## config.mk

```make
export PLATFORM = sky130hd
export DESIGN_NAME = sipo_deser
export DESIGN_NICKNAME = d
export VERILOG_FILES = /design/src/rtl/sipo_deser.sv
export SDC_FILE = /design/constraint.sdc
export NUM_CORES = 1
export LEC_CHECK = 0
export CORE_AREA = 2 2 39 41
export DETAILED_ROUTE_END_ITERATION = 8
export DIE_AREA = 0 0 41 43
export DONT_BUFFER_PORTS = 1
export GPL_ROUTABILITY_DRIVEN = 0
export GPL_TIMING_DRIVEN = 0
export RECOVER_POWER = 25
export SYNTH_ARGS = -nofsm -noshare
export SYNTH_HDL_FRONTEND = slang
export SYNTH_SLANG_ARGS = --single-unit
```

## constraint.sdc

```tcl
create_clock -name clk -period 2.05 [get_ports clk]
set_input_delay 0.41 -clock clk [delete_from_list [all_inputs] [get_ports clk]]
set_output_delay 0.41 -clock clk [all_outputs]
set_load 0.05 [all_outputs]
```

## src/rtl/sipo_deser.sv

```systemverilog
// sipo_deser: serial-to-parallel deserializer with start-of-frame alignment.
// Collects WIDTH bits MSB-first from sin (qualified by sin_en), aligns each
// frame on sof, and presents completed words on a valid/ready output register.
// A completed word that cannot be stored (dout held, no consume) is dropped
// and raises the sticky overrun flag.
//
// Optional feature macro: SIPO_PARITY_EN
//   Adds a trailing even-parity bit per word and the parity_err output.
//
// Ports:
//   clk          in   rising-edge clock
//   rst          in   asynchronous active-high reset
//   sin          in   serial data bit
//   sin_en       in   sin qualifier; one bit consumed per enabled edge
//   sof          in   start of frame (with sin_en): sin is bit 0 of a word
//   dout         out  completed word, first received bit in the MSB
//   dout_valid   out  dout holds an unconsumed word
//   dout_ready   in   consumer accepts dout when dout_valid is high
//   overrun      out  sticky: a completed word was dropped
//   overrun_clr  in   synchronous clear of overrun (a same-edge set wins)
//   parity_err   out  (SIPO_PARITY_EN only) parity status of current dout
module sipo_deser #(
    parameter int unsigned WIDTH = 4
) (
    input  logic             clk,
    input  logic             rst,
    input  logic             sin,
    input  logic             sin_en,
    input  logic             sof,
    output logic [WIDTH-1:0] dout,
    output logic             dout_valid,
    input  logic             dout_ready,
    output logic             overrun,
    input  logic             overrun_clr
`ifdef SIPO_PARITY_EN
    ,
    output logic             parity_err
`endif
);

    localparam int unsigned CW = $clog2(WIDTH + 1);
`ifdef SIPO_PARITY_EN
    // Whole word must be held while the parity bit arrives.
    localparam int unsigned SHW = WIDTH;
`else
    // Last data bit is taken straight from sin, so WIDTH-1 bits suffice.
    localparam int unsigned SHW = WIDTH - 1;
`endif

    typedef enum logic [1:0] {
        IDLE  = 2'd0,
        SHIFT = 2'd1
`ifdef SIPO_PARITY_EN
        ,
        PAR   = 2'd2
`endif
    } state_t;

    state_t           state_q, state_d;
    logic [CW-1:0]    bit_cnt_q, bit_cnt_d;
    logic [SHW-1:0]   shreg_q, shreg_d;
    logic [WIDTH-1:0] dout_q, dout_d;
    logic             dout_valid_q, dout_valid_d;
    logic             overrun_q, overrun_d;
    logic             complete_c;
    logic [WIDTH-1:0] word_c;
`ifdef SIPO_PARITY_EN
    logic             parity_err_q, parity_err_d;
    logic             par_bad_c;
`endif

    // Next-state: frame alignment, bit collection, word delivery, overrun.
    always_comb begin
        state_d      = state_q;
        bit_cnt_d    = bit_cnt_q;
        shreg_d      = shreg_q;
        dout_d       = dout_q;
        dout_valid_d = dout_valid_q;
        overrun_d    = overrun_q;
        complete_c   = 1'b0;
        word_c       = '0;
`ifdef SIPO_PARITY_EN
        parity_err_d = parity_err_q;
        par_bad_c    = 1'b0;
`endif

        if (sin_en) begin
            if (sof) begin
                // Start (or resync) a frame; any partial word is discarded.
                state_d   = SHIFT;
                shreg_d   = SHW'(sin);
                bit_cnt_d = CW'(1);
            end else begin
                case (state_q)
                    SHIFT: begin
                        shreg_d = SHW'({shreg_q, sin});
                        if (bit_cnt_q == CW'(WIDTH - 1)) begin
`ifdef SIPO_PARITY_EN
                            state_d   = PAR;
                            bit_cnt_d = CW'(WIDTH);
`else
                            complete_c = 1'b1;
                            word_c     = {shreg_q, sin};
                            bit_cnt_d  = '0;
`endif
                        end else begin
                            bit_cnt_d = bit_cnt_q + CW'(1);
                        end
                    end
`ifdef SIPO_PARITY_EN
                    PAR: begin
                        complete_c = 1'b1;
                        word_c     = shreg_q;
                        par_bad_c  = (^shreg_q) ^ sin;
                        state_d    = SHIFT;
                        bit_cnt_d  = '0;
                    end
`endif
                    default: ;
                endcase
            end
        end

        if (complete_c) begin
            if (!dout_valid_q || dout_ready) begin
                dout_d       = word_c;
                dout_valid_d = 1'b1;
`ifdef SIPO_PARITY_EN
                parity_err_d = par_bad_c;
`endif
            end
        end else if (dout_valid_q && dout_ready) begin
            dout_valid_d = 1'b0;
        end

        // Clear first so that a same-edge drop still leaves the flag set.
        if (overrun_clr) begin
            overrun_d = 1'b0;
        end
        if (complete_c && dout_valid_q && !dout_ready) begin
            overrun_d = 1'b1;
        end
    end

    // State and output registers.
    always_ff @(posedge clk or posedge rst) begin
        if (rst) begin
            state_q      <= IDLE;
            bit_cnt_q    <= '0;
            shreg_q      <= '0;
            dout_q       <= '0;
            dout_valid_q <= 1'b0;
            overrun_q    <= 1'b0;
`ifdef SIPO_PARITY_EN
            parity_err_q <= 1'b0;
`endif
        end else begin
            state_q      <= state_d;
            bit_cnt_q    <= bit_cnt_d;
            shreg_q      <= shreg_d;
            dout_q       <= dout_d;
            dout_valid_q <= dout_valid_d;
            overrun_q    <= overrun_d;
`ifdef SIPO_PARITY_EN
            parity_err_q <= parity_err_d;
`endif
        end
    end

    assign dout       = dout_q;
    assign dout_valid = dout_valid_q;
    assign overrun    = overrun_q;
`ifdef SIPO_PARITY_EN
    assign parity_err = parity_err_q;
`endif

endmodule

```

**Yosys cells after proc, flatten, opt, wreduce, memory -nomap -nowiden**

Index checks and enable logic that the tools add are counted.

- Register bits: 13
- Bits of input ports: 7
- Output and inout port bits: 6
- Logic and storage cells: 40

- Add/sub/neg operators: 1
- Equal/unequal tests: 2
- Multiplexer cells: 18
- Reduce and logical (&&, ||, !) cells: 13

Operator list:

| cell | number |
|---|---|
| $mux 4 | 4 |
| $mux 3 | 5 |
| $mux 1 | 9 |
| $reduce_and 2->1 | 4 |
| $reduce_bool 2->1 | 3 |
| $add 3x1->3 const B | 1 |
| $eq 3x2->1 const B | 1 |
| $logic_and 1x1->1 | 3 |
| $logic_not 1->1 | 2 |
| $ne 2x1->1 const B | 1 |
| $logic_or 1x1->1 | 1 |

**Longest topological paths before layout**

- Depth after elaboration: 8
- Gate-level depth with buffers: 4

**Worst setup path after synthesis**

OpenSTA, ideal clock, no wires.

- Path kind: flip-flop to flip-flop
- From: reg bit_cnt_q[0]
- To: reg dout_q[0] (netlist: dout[0])
- Setup time: 0.125 ns
- Arrival: 1.435 ns
- Data required time: 1.925 ns
- Setup slack: 0.490 ns
- Stages on the path, launching flop included: 5
- Cells stage by stage: dfrtp_1 > ha_1 > or2b_1 > nor4b_4 > mux2_2

- Word-level cells in the longest chain between the ends: 6

Ends and longest elaborated chain:

| what | line | text |
|---|---|---|
| start, declared | 60 | `logic [CW-1:0] bit_cnt_q, bit_cnt_d;` |
| start signal, assigned | 159 | `bit_cnt_q <= bit_cnt_d;` |
| $eq 3x2->1 (*) | 97 | `if (bit_cnt_q == CW'(WIDTH - 1)) begin` |
| $mux 1 | 97 |  |
| $mux 1 | 94 | `case (state_q)` |
| $mux 1 | 88 | `if (sof) begin` |
| $mux 1 | 87 | `if (sin_en) begin` |
| $reduce_and 2->1 (no source line) | - |  |
| end signal, assigned | 161 | `dout_q <= dout_d;` |
| end, declared | 62 | `logic [WIDTH-1:0] dout_q, dout_d;` |

Every way passes the cells marked *; elsewhere a longest branch is shown, timed or not.
A chain may end at the register's enable or synchronous reset.

**Worst setup path after layout**

- From: reg bit_cnt_q[0]
- To: reg dout_q[2] (netlist: dout[2])

Same word-level chain as after synthesis.

==> results.ini <==
[run_status]
status=complete, no violations

[sta]
hold_viol_final=0
grt_setup_unrepaired=no
layout_setup_ws_ps=356.0
post-route-period-util=0.8263
maxSlewHeadroom=0.6816
drv_slew=0
finalHoldWorstSlack_ps=31.03
finalSetupViolCount=0
max_freq_mhz=590.3
worst_slew_pin_slew_ps=477.6
post-route-min-period_ps=1694
tns_ps=0
fin_skew_ps=3.038

[worst_hold_path]
hold_path.class=primary input to async pin

[synth]
synth-warning-count=0
syn-mean-instance-area_um2=13.35
syn_area_um2=560.5
syn_nets=50
synth.distinct_cells=21
yosysSeqAreaShare=0.5804
yosys-top-cells-area=dfrtp_1 (58%), mux2_2 (10%), nor4b_4 (4.2%)
synth_top_area_frac=0.5804
synth_top_cell_by_area=dfrtp_1
ys_ff_latch=13
netlist_instances=42

[cells_and_area]
n_antenna_cell=0
final_util=0.4385
area_delta_synth_final_pct=8.259
fin_nets=55
drive_gt1_frac=0.3261

[grt]
grt_overflow_total=0
antenna_found_initial=0
grt_max_degree=14
grt_pass1_wl_um=1580
grt_usage=0.1363
grt_pass1_vias=386

[drt]
wire_per_inst_um=14.55
via_per_inst=5.387
route.detailed.drc=0
dr.pass1.iters=4
wl_um=902
vias=334
first_iter_violations=5
ant_nets=0

[clocking]
clk_pin_slew_worst_paths_ps=80
cts-hold-fix-buffers=0
cts_max_level=1
cts_sinks=13
cts_tree=done
cts_setup_buffers=0
clockBufferDepth=2
postCtsResizedCells=0
insertion_delay_ps=270
cts-root-buf=clkbuf_4
cts_inserted_buffers=3

[worst_setup_path]
crit_chain=ha_1 > or2b_1 > nor4b_4 > mux2_2
start_kind=flip-flop
r2r_end=dout[2]
cp_max_fo=4
ff2ff_path_depth=4
worst_setup_path_end_kind=flip-flop
rr_startpoint=bit_cnt_q[0]
cp-endpoint=dout[2]
crit_start=bit_cnt_q[0]
crit_required_ps=2210
slowest_delay_ps=380
path_class=flip-flop to flip-flop
rrSetupSlack_ps=360
cp_slowest_cell=dfrtp_1
crit_arrival_ps=1850

[floorplan]
dieArea_um2=1763
rows=14
io_pins=13
die_x_um=41
die_y_um=43
fp.coreArea_um2=1384
start_util=0.4051

[power_and_ir_drop]
p_sw_mw=0.2575
ir_drop_uv=826.8
p_int_mw=0.4232
p_clk_frac=0.225
seqPwrFrac=0.658
power_mw=0.6807
p_comb_frac=0.117
cellPowerDensity_nw_per_um2=1122
cellLeakagePower_nw=0.2806
switching_share=0.3782

[place]
portBuffers=0
dp_hpwl_um=686.6
dp_worst_setup_slack_ps=348.0

[job]
max_cap_violations=0

power by group through the flow:
stage	Combinational, mW	Clock [mW]	Sequential (mW)
after CTS	0.0818	0.160	0.450
after floorplan	0.0708	0	0.445
final	0.0795	0.153	0.448
after global routing	0.0924	0.173	0.454
after global placement	0.0769	0	0.453
after detailed placement	0.0814	0	0.456
metrics by stage:
stage	instances	cell area (um^2)
3_3_place_gp	58	580.6
5_1_grt	62	606.8
3_5_place_dp	58	580.6
4_1_cts	62	606.8
6_report	62	606.8
2_1_floorplan	42	560.5
critical path: cells and delay by family, from the launching register on:
family / cells / cell delay [ps]
adder cells (fa/ha/maj): 1 / 170
flip-flops: 1 / 380
multiplexers: 1 / 380
AND/OR/NAND/NOR: 2 / 650
registers in the layout, indices dropped and copies added, names as in the netlist:
| signal | cells |
|---|---|
| shreg_q | 3 |
| dout_valid | 1 |
| bit_cnt_q | 3 |
| dout | 4 |
| state_q | 1 |
| overrun | 1 |
Yosys cell counts:
| master | count |
|---|---|
| o22ai_1 | 2 |
| mux2_2 | 5 |
| inv_1 | 4 |
| nand3_1 | 1 |
| a32o_1 | 1 |
| a21o_2 | 2 |
| a31o_2 | 1 |
| o21a_1 | 1 |
| nand2b_1 | 1 |
| nand2_2 | 1 |
| or2b_1 | 1 |
| dfrtp_1 | 13 |
| a21boi_0 | 1 |
| or3_2 | 1 |
| a22o_1 | 1 |
| nor4b_4 | 1 |
| nand2_1 | 1 |
| ha_1 | 1 |
| o21ai_0 | 1 |
| nor2_1 | 1 |
| a22o_2 | 1 |
area by class of cell:
class | count | area (um^2)
well taps | 16 | 20.02
flip-flops and latches | 13 | 325.3
clock buffers | 4 | 26.28
inverters | 4 | 15.01
multi-input cells | 25 | 220.2
fillers | 132 | 777.0
cells in the final DEF, fill, tap and decap left out, drive strengths merged:
| cell | Yosys | layout |
|---|---|---|
| a21boi | 1 | 1 |
| a21o | 2 | 2 |
| a22o | 2 | 2 |
| a31o | 1 | 1 |
| a32o | 1 | 1 |
| clkbuf | 0 | 4 |
| dfrtp | 13 | 13 |
| ha | 1 | 1 |
| inv | 4 | 4 |
| mux2 | 5 | 5 |
| nand2 | 2 | 2 |
| nand2b | 1 | 1 |
| nand3 | 1 | 1 |
| nor2 | 1 | 1 |
| nor4b | 1 | 1 |
| o21a | 1 | 1 |
| o21ai | 1 | 1 |
| o22ai | 2 | 2 |
| or2b | 1 | 1 |
| or3 | 1 | 1 |
routing by layer:
metal	vias to the layer above	track usage	routed length [um]
li1	162	-	-
met1	158	0.1443	360
met2	12	0.2094	449
met3	2	0.04712	78
met4	0	0.1000	13
met5	-	0	0
kinds of logic (layout without fill, tap and decap cells):
family                   count (synthesis)  after routing  synth area share
AND/OR/NAND/NOR                          8              8            0.1138
adder cells (fa/ha/maj)                  1              1           0.02232
flip-flops                              13             13            0.5804
AO/OA/AOI/OAI                           11             11            0.1563
multiplexers                             5              5            0.1004
buffers and inverters                    4              8           0.02678
worst min path at each step:
stage	endpoint	startpoint	slack [ps]	cells after the start
2_1_floorplan	bit_cnt_q[0]	rst	290	1
3_3_place_gp	dout_valid	rst	330	1
3_5_place_dp	dout_valid	rst	340	1
4_1_cts	dout_valid	rst	40	1
5_1_grt	overrun	rst	60	1
6_report	bit_cnt_q[2]	rst	30	1
No activity file was read; power rests on OpenSTA's default activity.
